[config.mk]
export PLATFORM = sky130hd
export DESIGN_NAME = core_mem_arbiter
export DESIGN_NICKNAME = d
export VERILOG_FILES = /design/src/rtl/core_mem_arbiter_pkg.sv /design/src/rtl/core_mem_arbiter.sv
export SDC_FILE = /design/constraint.sdc
export NUM_CORES = 1
export LEC_CHECK = 0
export ABC_AREA = 1
export CAP_MARGIN = 10
export CELL_PAD_IN_SITES_DETAIL_PLACEMENT = 0
export CELL_PAD_IN_SITES_GLOBAL_PLACEMENT = 1
export CORE_AREA = 4 4 239 241
export DETAILED_ROUTE_END_ITERATION = 8
export DIE_AREA = 0 0 243 245
export PLACE_DENSITY = 0.52
export SLEW_MARGIN = 20
export SYNTH_ARGS = -nofsm -noshare
export SYNTH_HDL_FRONTEND = slang
export SYNTH_SLANG_ARGS = --single-unit
[constraint.sdc]
create_clock -name g_clk -period 1.59 [get_ports g_clk]
set_input_delay 0.318 -clock g_clk [delete_from_list [all_inputs] [get_ports g_clk]]
set_output_delay 0.318 -clock g_clk [all_outputs]
set_load 0.02 [all_outputs]
[src/rtl/core_mem_arbiter_pkg.sv]
// Shared constants and state encoding for the core memory arbiter.
package core_mem_arbiter_pkg;

    localparam int unsigned DEF_ADDR_W       = 64;
    localparam int unsigned DEF_DATA_W       = 64;
    localparam int unsigned DEF_STARVE_LIMIT = 4;

    // Owner of the shared memory port; the registered state is the owner.
    typedef enum logic [1:0] {
        ST_IDLE   = 2'd0,
        ST_BUSY_I = 2'd1,
        ST_BUSY_D = 2'd2
    } arb_state_e;

endpackage

[src/rtl/core_mem_arbiter.sv]
// Two-requester (instruction/data) arbiter onto one shared memory port.
// Data side is preferred in IDLE unless the instruction side has been
// passed over STARVE_LIMIT times in a row.
module core_mem_arbiter
    import core_mem_arbiter_pkg::*;
#(
    parameter int unsigned MEM_ADDR_W   = DEF_ADDR_W,
    parameter int unsigned MEM_DATA_W   = DEF_DATA_W,
    parameter int unsigned STARVE_LIMIT = DEF_STARVE_LIMIT
) (
    input  logic                    g_clk,
    input  logic                    g_reset,

    input  logic                    imem_req,
    input  logic [MEM_ADDR_W-1:0]   imem_addr,
    input  logic                    imem_wen,
    input  logic [MEM_DATA_W/8-1:0] imem_strb,
    input  logic [MEM_DATA_W-1:0]   imem_wdata,
    output logic                    imem_gnt,
    output logic                    imem_err,
    output logic [MEM_DATA_W-1:0]   imem_rdata,

    input  logic                    dmem_req,
    input  logic [MEM_ADDR_W-1:0]   dmem_addr,
    input  logic                    dmem_wen,
    input  logic [MEM_DATA_W/8-1:0] dmem_strb,
    input  logic [MEM_DATA_W-1:0]   dmem_wdata,
    output logic                    dmem_gnt,
    output logic                    dmem_err,
    output logic [MEM_DATA_W-1:0]   dmem_rdata,

    output logic                    mem_req,
    output logic [MEM_ADDR_W-1:0]   mem_addr,
    output logic                    mem_wen,
    output logic [MEM_DATA_W/8-1:0] mem_strb,
    output logic [MEM_DATA_W-1:0]   mem_wdata,
    input  logic                    mem_gnt,
    input  logic                    mem_err,
    input  logic [MEM_DATA_W-1:0]   mem_rdata
);

    localparam int unsigned CNT_W = $clog2(STARVE_LIMIT + 1);

    arb_state_e       state;
    arb_state_e       state_nxt;
    logic [CNT_W-1:0] starve_cnt;
    logic [CNT_W-1:0] starve_cnt_nxt;
    logic             starved;

    assign starved = (starve_cnt == CNT_W'(STARVE_LIMIT));

    // State and starvation counter registers.
    always_ff @(posedge g_clk or posedge g_reset) begin
        if (g_reset) begin
            state      <= ST_IDLE;
            starve_cnt <= '0;
        end else begin
            state      <= state_nxt;
            starve_cnt <= starve_cnt_nxt;
        end
    end

    // Arbitration, completion hand-off and starvation bookkeeping.
    always_comb begin
        state_nxt      = state;
        starve_cnt_nxt = starve_cnt;
        case (state)
            ST_IDLE: begin
                if (imem_req && dmem_req) begin
                    state_nxt = starved ? ST_BUSY_I : ST_BUSY_D;
                end else if (imem_req) begin
                    state_nxt = ST_BUSY_I;
                end else if (dmem_req) begin
                    state_nxt = ST_BUSY_D;
                end
            end
            ST_BUSY_I: begin
                if (mem_gnt) begin
                    starve_cnt_nxt = '0;
                    state_nxt      = dmem_req ? ST_BUSY_D : ST_IDLE;
                end
            end
            ST_BUSY_D: begin
                if (mem_gnt) begin
                    if (imem_req && !starved) begin
                        starve_cnt_nxt = starve_cnt + CNT_W'(1);
                    end
                    state_nxt = imem_req ? ST_BUSY_I : ST_IDLE;
                end
            end
            default: begin
                state_nxt = ST_IDLE;
            end
        endcase
    end

    // Route the owner's request to memory and memory's response to the owner.
    always_comb begin
        mem_req    = 1'b0;
        mem_addr   = '0;
        mem_wen    = 1'b0;
        mem_strb   = '0;
        mem_wdata  = '0;
        imem_gnt   = 1'b0;
        imem_err   = 1'b0;
        imem_rdata = '0;
        dmem_gnt   = 1'b0;
        dmem_err   = 1'b0;
        dmem_rdata = '0;
        case (state)
            ST_BUSY_I: begin
                mem_req    = 1'b1;
                mem_addr   = imem_addr;
                mem_wen    = imem_wen;
                mem_strb   = imem_strb;
                mem_wdata  = imem_wdata;
                imem_gnt   = mem_gnt;
                imem_err   = mem_err;
                imem_rdata = mem_rdata;
            end
            ST_BUSY_D: begin
                mem_req    = 1'b1;
                mem_addr   = dmem_addr;
                mem_wen    = dmem_wen;
                mem_strb   = dmem_strb;
                mem_wdata  = dmem_wdata;
                dmem_gnt   = mem_gnt;
                dmem_err   = mem_err;
                dmem_rdata = mem_rdata;
            end
            default: begin
                mem_req = 1'b0;
            end
        endcase
    end

endmodule

==> reports/metrics.cfg, run 1 <==
[clocking]
tritoncts=done
numCtsBuffers=3
ctsLongestPathBuffers=2
h-tree-depth=1
clock-sinks=5
path_clk_slew_ns=0.03
insertion_delay_ns=0.23
cts-root-buf=clkbuf_16

[sta]
setup_ws_ns=-0.5380
slew_viol_final=0
worst_pin_slew_ns=0.2297
period_minus_slack_ns=2.128
max_freq_mhz=469.9
skew_ns=0.002747
rsz0062_at_grt=yes
holdWs_ns=0.3296
setup_violations=275
relSlewSlack_pct=84.67
layout_worst_path_cycle_share_pct=133.8
hold_violations=0

[yosys]
ys_ff_latch=5
synth_top_family_by_area=simple AND/OR/NAND/NOR gates
syn_nets=1140
synthCells=790
synthAdderAreaFrac_pct=2.074
synth_area_um2=3620
seq_area_frac_synth_pct=3.457
yosys_warnings=0
synthMuxAreaShare_pct=0
synth-simple-area-share_pct=47.04
netlist-cell-type-count=18
avgSynthCellArea_um2=4.582
synth_xor_area_share_pct=0.2420
synth_compound_area_share_pct=21.15

[flow_run]
cap_viol_max_count=0

[setup_path]
startpoint_type=register
worst-path-stages=9
path_buf_inv=7
critPathKind=reg2out
crit_path_end_kind=primary output
critical_path_arrival_ns=1.81
crit_chain=buf_4 > ha_4 > buf_12 > buf_12 > buf_4 > clkbuf_16 > nand2_1 > inv_1 > buf_2
worstRegToRegCells=11
crit_slowest_cell=dfrtp_1
cp_max_fo=10
cp.required_ns=1.27
critical_path.top_delay_family=buffers and inverters
max_stage_delay_ns=0.39

[finish]
finalNetCount=1851
most-common-layout-cells=clkdlybuf4s50_1, nand2_1, buf_6, buf_4, inv_1
final_cells=2205
drive_gt1_share_pct=46.80
mostFrequentLayoutCell=clkdlybuf4s50_1
final_util_pct=25.05
syn2layout_area_growth_pct=279.8
design_area_um2=13750

[power_and_ir_drop]
finalPower_w=0.02200
p_leak_nw=6.472
ir_drop_mv=0.8444
pwr_density_cell_nw_per_um2=1600

[placement]
gp_congestion=0.8855
io_buffer_count=613
dp.cells=2117
postPlaceCellArea_um2=11930
dp.final_hpwl_mm=28.39

[floorplanning]
start_util_pct=6.596
coreArea_um2=54880
rows=86
die_width_um=243
dieArea_um2=59540
fp.dieH_um=245
ios=614

[detailed_routing]
vias=7443
routed_wl_mm=36.37
post_drt_wl_per_cell_um=16.49
initialDrtViolationCount=211
ant_nets=0
drc=0
viasPerCell=3.376
first_pass_iters=6

[status]
status=finished, violations left
violations=negative setup slack

[global_route]
overflow=0
grt_pass1_vias=7540
grtUsageTotal_pct=10.61
grt_pass1_wl_mm=49.05
antenna_found_initial=2
grt_max_degree=26

[hold_path]
hold_class=in2async

-- registers in the layout, summed over array words and instances (netlist names) --
register,count
state,2
starve_cnt,3
-- final timing paths --
path,start,to,slack (ns)
worst max-delay path,state[0]$_DFFE_PP0P_,imem_rdata[62],-0.54
worst min-delay path,g_reset,starve_cnt[1]$_DFFE_PP0P_,0.33
worst max register to register,state[1]$_DFFE_PP0P_,state[0]$_DFFE_PP0P_,-0.15
worst min register to register,starve_cnt[1]$_DFFE_PP0P_,starve_cnt[1]$_DFFE_PP0P_,0.50
max in group asynchronous,g_reset,starve_cnt[2]$_DFFE_PP0P_,1.07
min in group g_clk,starve_cnt[1]$_DFFE_PP0P_,starve_cnt[1]$_DFFE_PP0P_,0.50
-- kinds of logic (layout without fill, tap and decap cells) --
family,Yosys count,after routing
other,0,1
AOI/OAI and AO/OA,138,138
adders and majority gates,6,6
buffers and inverters,203,913
DFF,5,5
xor gates and xnor gates,1,1
and+or+nand+nor,437,437
-- synth_stat cells --
cell type	n	area share [%]
nand2_1	404	42
dfrtp_1	5	3.5
o21ai_0	1	0.14
buf_4	12	2.5
a21oi_1	117	16
a21oi_2	20	4.8
clkbuf_1	6	0.62
xor2_1	1	0.24
buf_6	12	3.7
buf_2	27	3.7
buf_1	3	0.31
nand4_1	2	0.35
nor2_1	5	0.52
inv_1	142	15
nand3_1	6	0.83
ha_1	6	2.1
nand2_2	20	3.5
buf_8	1	0.41
-- through the flow --
stage	setup TNS [ns]	setup slack, ns
6_report	-108.25	-0.5380
5_1_grt	-126.31	-0.5953
4_1_cts	-128.50	-0.5640
3_5_place_dp	-162.98	-0.7465
3_3_place_gp	-159.49	-0.7632
2_1_floorplan	-13.06	-0.1875
-- report_power, final --
group          leakage, nW  internal [W]  switching (W)  total (W)
sequential          0.0660      0.000171      0.0000349   0.000206
combinational         6.37        0.0101         0.0113     0.0214
clock               0.0409      0.000329      0.0000828   0.000411
-- layout make-up --
cell class,instances,area (um^2)
antenna,1,2.502
clock inverter,1,5.005
clock buffer,3,75.07
timing repair buffer,767,8024
fill,6088,41130
multi-input combinational,582,4084
sequential,5,125.1
tap,704,880.8
inverter,142,551.8
-- repair_timing --
| item | in CTS | in global routing |
|---|---|---|
| cloned | 8 | 13 |
| endpoints found under the setup margin | 275 | 275 |
| buffers inserted | 13 | 51 |
| resized for setup | 942 | 718 |
| pin swaps | 13 | 37 |
| hold buffers | 0 | 0 |
-- worst reg2reg max path, cell delays in order (launching register included) --
cell and delay (ns):
dfrtp_1 0.39, buf_4 0.15, ha_4 0.17, buf_6 0.12, buf_12 0.14, buf_12 0.15
nor2_1 0.10, nor2_1 0.05, nor2_1 0.16, inv_1 0.08, nand2_1 0.06, nand2_1 0.05
-- layer usage --
layer	share of wire, %	track usage (%)	vias to the layer above	wire length (um)
li1	-	-	3769	-
met1	40	12.37	3372	14430
met2	53	20.29	284	19390
met3	6.1	2.513	18	2232
met4	0.87	1.069	0	318
met5	0	0	-	0
No activity file was read; power rests on OpenSTA's default activity.
==> run 2: changes to the inputs <==
--- a/config.mk
+++ b/config.mk
@@ -13,7 +13,6 @@
 export DETAILED_ROUTE_END_ITERATION = 8
 export DIE_AREA = 0 0 243 245
 export PLACE_DENSITY = 0.52
-export SLEW_MARGIN = 20
 export SYNTH_ARGS = -nofsm -noshare
 export SYNTH_HDL_FRONTEND = slang
 export SYNTH_SLANG_ARGS = --single-unit
==> results of run 2 <==
No change in the layout: final DEF, timing and power equal those of run 1.
==> run 3: changes to the inputs <==
--- a/config.mk
+++ b/config.mk
@@ -5,14 +5,14 @@
 export SDC_FILE = /design/constraint.sdc
 export NUM_CORES = 1
 export LEC_CHECK = 0
-export ABC_AREA = 1
+export ABC_AREA = 0
 export CAP_MARGIN = 10
 export CELL_PAD_IN_SITES_DETAIL_PLACEMENT = 0
 export CELL_PAD_IN_SITES_GLOBAL_PLACEMENT = 1
-export CORE_AREA = 4 4 239 241
+export CORE_AREA = 4 4 238 240
 export DETAILED_ROUTE_END_ITERATION = 8
-export DIE_AREA = 0 0 243 245
-export PLACE_DENSITY = 0.52
+export DIE_AREA = 0 0 242 244
+export PLACE_DENSITY = 0.48
 export SYNTH_ARGS = -nofsm -noshare
 export SYNTH_HDL_FRONTEND = slang
 export SYNTH_SLANG_ARGS = --single-unit
==> run 3 against run 2 <==
  * The flow still finishes with violations (negative setup slack)
  * Area after synthesis down 6.6%
  * Synthesized cell count is 36% lower
  * Register-to-register slack got worse by 0.14 ns
  * Clock power rose by 2%
  * Final area down 5.1%
  * Global-route usage decreased by 0.30 points
  * Via count is 12% lower
  * Final cell count shrank 14%
  * Sequential share of layout area barely moved
  * Total power is 2.8% lower
  * Critical path type unchanged
==> reports/metrics.cfg, run 3 <==
[sta]
hold_violations=0  ; unchanged
layout_worst_path_cycle_share_pct=134.4  ; +0.52 points
tns_ns=-112.51  ; -4.256 ns
holdWs_ns=0.3196  ; -0.009968 ns
skew_ns=0.001271  ; -0.001476 ns
setup_violations=275  ; unchanged
setup_ws_ns=-0.5463  ; -0.008225 ns
worst_pin_slew_ns=0.3876  ; +0.1580 ns
slew_viol_final=0  ; unchanged
relSlewSlack_pct=73.88  ; -11 points
rsz0062_at_grt=yes
period_minus_slack_ns=2.136  ; +0.008225 ns
max_freq_mhz=468.1  ; -0.38%

[global_route]
grtUsageTotal_pct=10.31  ; -0.30 points
antenna_found_initial=0  ; -2
grt_pass1_wl_mm=47.06  ; -4.1%
grt_max_degree=34  ; +31%
overflow=0  ; unchanged
grt_pass1_vias=6892  ; -8.6%

[yosys]
synthCells=507  ; -36%
syn_nets=857  ; -25%
synth_top_area_cell=a22oi_1
ys_ff_latch=5  ; unchanged
synth_area_leaders=a22oi_1, nor2b_1, and2_1
synth_top_area_share_pct=30.43  ; -11 points
yosys_warnings=0  ; unchanged
synth_area_um2=3379  ; -6.6%
synthFlopType=dfrtp_1
seq_area_frac_synth_pct=3.702  ; +0.25 points
netlist-cell-type-count=26  ; +8
synth-async-reset-ratio_pct=100.0  ; unchanged
synth_edf_count=0  ; unchanged
avgSynthCellArea_um2=6.666  ; +45%
synthTopCellsByCount=a22oi_1, nor2b_1, and2_1, clkbuf_1, buf_2

[floorplanning]
coreArea_um2=54660  ; -0.39%
fp.dieH_um=244  ; -0.41%
die_width_um=242  ; -0.41%
dieArea_um2=59050  ; -0.82%
start_util_pct=6.182  ; -0.41 points
rows=86  ; unchanged
ios=614  ; unchanged

[finish]
top_regs=starve_cnt x3, state x2
largest_register_ff_count=3  ; unchanged
final_cells=1896  ; -14%
design_area_um2=13040  ; -5.1%
syn2layout_area_growth_pct=286.0
diodes=0  ; -1
mostFrequentLayoutCell=clkdlybuf4s50_1
most-common-layout-cells=clkdlybuf4s50_1, buf_6, a22oi_2, buf_4, nor2b_2
regMostFlops=starve_cnt
nFillCells=5938  ; -2.5%
finalNetCount=1543  ; -17%
drive_gt1_share_pct=65.02  ; +18 points

[setup_path]
max_stage_delay_ns=0.39  ; about the same
cp.required_ns=1.27  ; about the same
reg2reg_slack_ns=-0.29  ; -0.14 ns
critPathKind=reg2out
r2r-end=starve_cnt[2]$_DFFE_PP0P_
crit_path_end_kind=primary output
worstRegToRegCells=9  ; -2
r2r-start=state[1]$_DFFE_PP0P_
startpoint_type=register
critical_path_arrival_ns=1.82  ; about the same
crit_chain=buf_6 > ha_4 > buf_12 > clkbuf_16 > buf_12 > a22oi_2 > nor2b_4 > buf_6
cp_max_fo=6  ; -4
crit_slowest_cell=dfrtp_1

[power_and_ir_drop]
ir_drop_mv=0.6405  ; -24%
finalPower_w=0.02137  ; -2.8%
pwr_density_cell_nw_per_um2=1639  ; +2.4%
p_leak_nw=5.255  ; -19%

[clocking]
cts-root-buf=clkbuf_16
tritoncts=done
holdBufCountCts=0  ; unchanged
h-tree-depth=1  ; unchanged
path_clk_slew_ns=0.03  ; about the same
numCtsBuffers=3  ; unchanged
ctsLongestPathBuffers=2  ; unchanged
clock-sinks=5  ; unchanged
insertion_delay_ns=0.23  ; about the same

[detailed_routing]
post_drt_wl_per_cell_um=18.37  ; +11%
drc=0  ; unchanged
first_pass_iters=4  ; -2
initialDrtViolationCount=114  ; -46%
vias=6551  ; -12%
ant_nets=0  ; unchanged
viasPerCell=3.455  ; +2.4%
routed_wl_mm=34.82  ; -4.2%

[placement]
dp.cells=1839  ; -13%
postPlaceCellArea_um2=12020  ; +0.76%
dp.final_hpwl_mm=26.65  ; -6.1%
io_buffer_count=613  ; unchanged
gp_congestion=0.8465  ; -4.4%

[flow_run]
cap_viol_max_count=0  ; unchanged

[status]
violations=negative setup slack
status=finished, violations left

[hold_path]
hold_class=in2async

## run 3: report_power, final
part           switching [W]  internal (W)
clock network      0.0000883      0.000333
logic                0.00951        0.0112
registers          0.0000564      0.000186
total                0.00966        0.0117
## run 3: worst max-delay path by stage
stage                    endpoint  slack (ns)                 start
floorplan           mem_wdata[22]       -0.17  state[0]$_DFFE_PP0P_
global placement      mem_strb[7]       -0.74  state[1]$_DFFE_PP0P_
detailed placement    mem_strb[7]       -0.76  state[1]$_DFFE_PP0P_
CTS                   mem_addr[7]       -0.58  state[1]$_DFFE_PP0P_
global route        mem_wdata[58]       -0.61  state[1]$_DFFE_PP0P_
finish              mem_wdata[58]       -0.55  state[1]$_DFFE_PP0P_
## run 3: kinds of logic after synthesis
| kind of cell | Yosys count | share of synthesized area (%) |
|---|---|---|
| AOI/OAI and AO/OA | 150 | 33.58 |
| adders and majority gates | 6 | 2.221 |
| buffers and inverters | 67 | 8.775 |
| DFF | 5 | 3.702 |
| muxes | 3 | 0.8886 |
| and+or+nand+nor | 276 | 50.83 |
## run 3: area by class of cell
class                           count  area (um^2)  share of cell area, %
Inverter                            6        22.52                 0.1727
Timing Repair Buffer              742         7475                  57.30
Multi-Input combinational cell    435         4462                  34.21
Sequential cell                     5        125.1                 0.9592
Tap cell                          704        880.8                  6.753
Clock buffer                        4        78.83                 0.6043
## run 3: repair_timing
action | in CTS | in global routing
cloned | 10 | 11
pin swaps | 53 | 45
gates resized for setup | 915 | 455
buffers inserted | 8 | 24
endpoints found under the hold margin | 0 | 0
setup endpoints to repair | 275 | 275
## run 3: routing by layer
layer,vias up,GRT usage (%),wire length (um)
li1,3146,-,-
met1,3038,11.19,13410
met2,349,20.37,18560
met3,18,2.862,2413
met4,0,1.263,437
met5,-,0,0
## run 3: stage by stage
step / utilization, % / worst slack [ns]
4_1_cts: 22.92 / -0.5816
2_1_floorplan: - / -0.1726
6_report: 23.86 / -0.5463
5_1_grt: 23.86 / -0.6091
3_5_place_dp: 21.99 / -0.7615
3_3_place_gp: 21.99 / -0.7437
## run 3: critical path: cells and delay by family, from the launching register on
kind            cells  cell delay [ns]
fa+ha+maj           1             0.17
flops               1             0.39
compound gates      1             0.22
buf+inv             5             0.75
simple gates        1             0.06
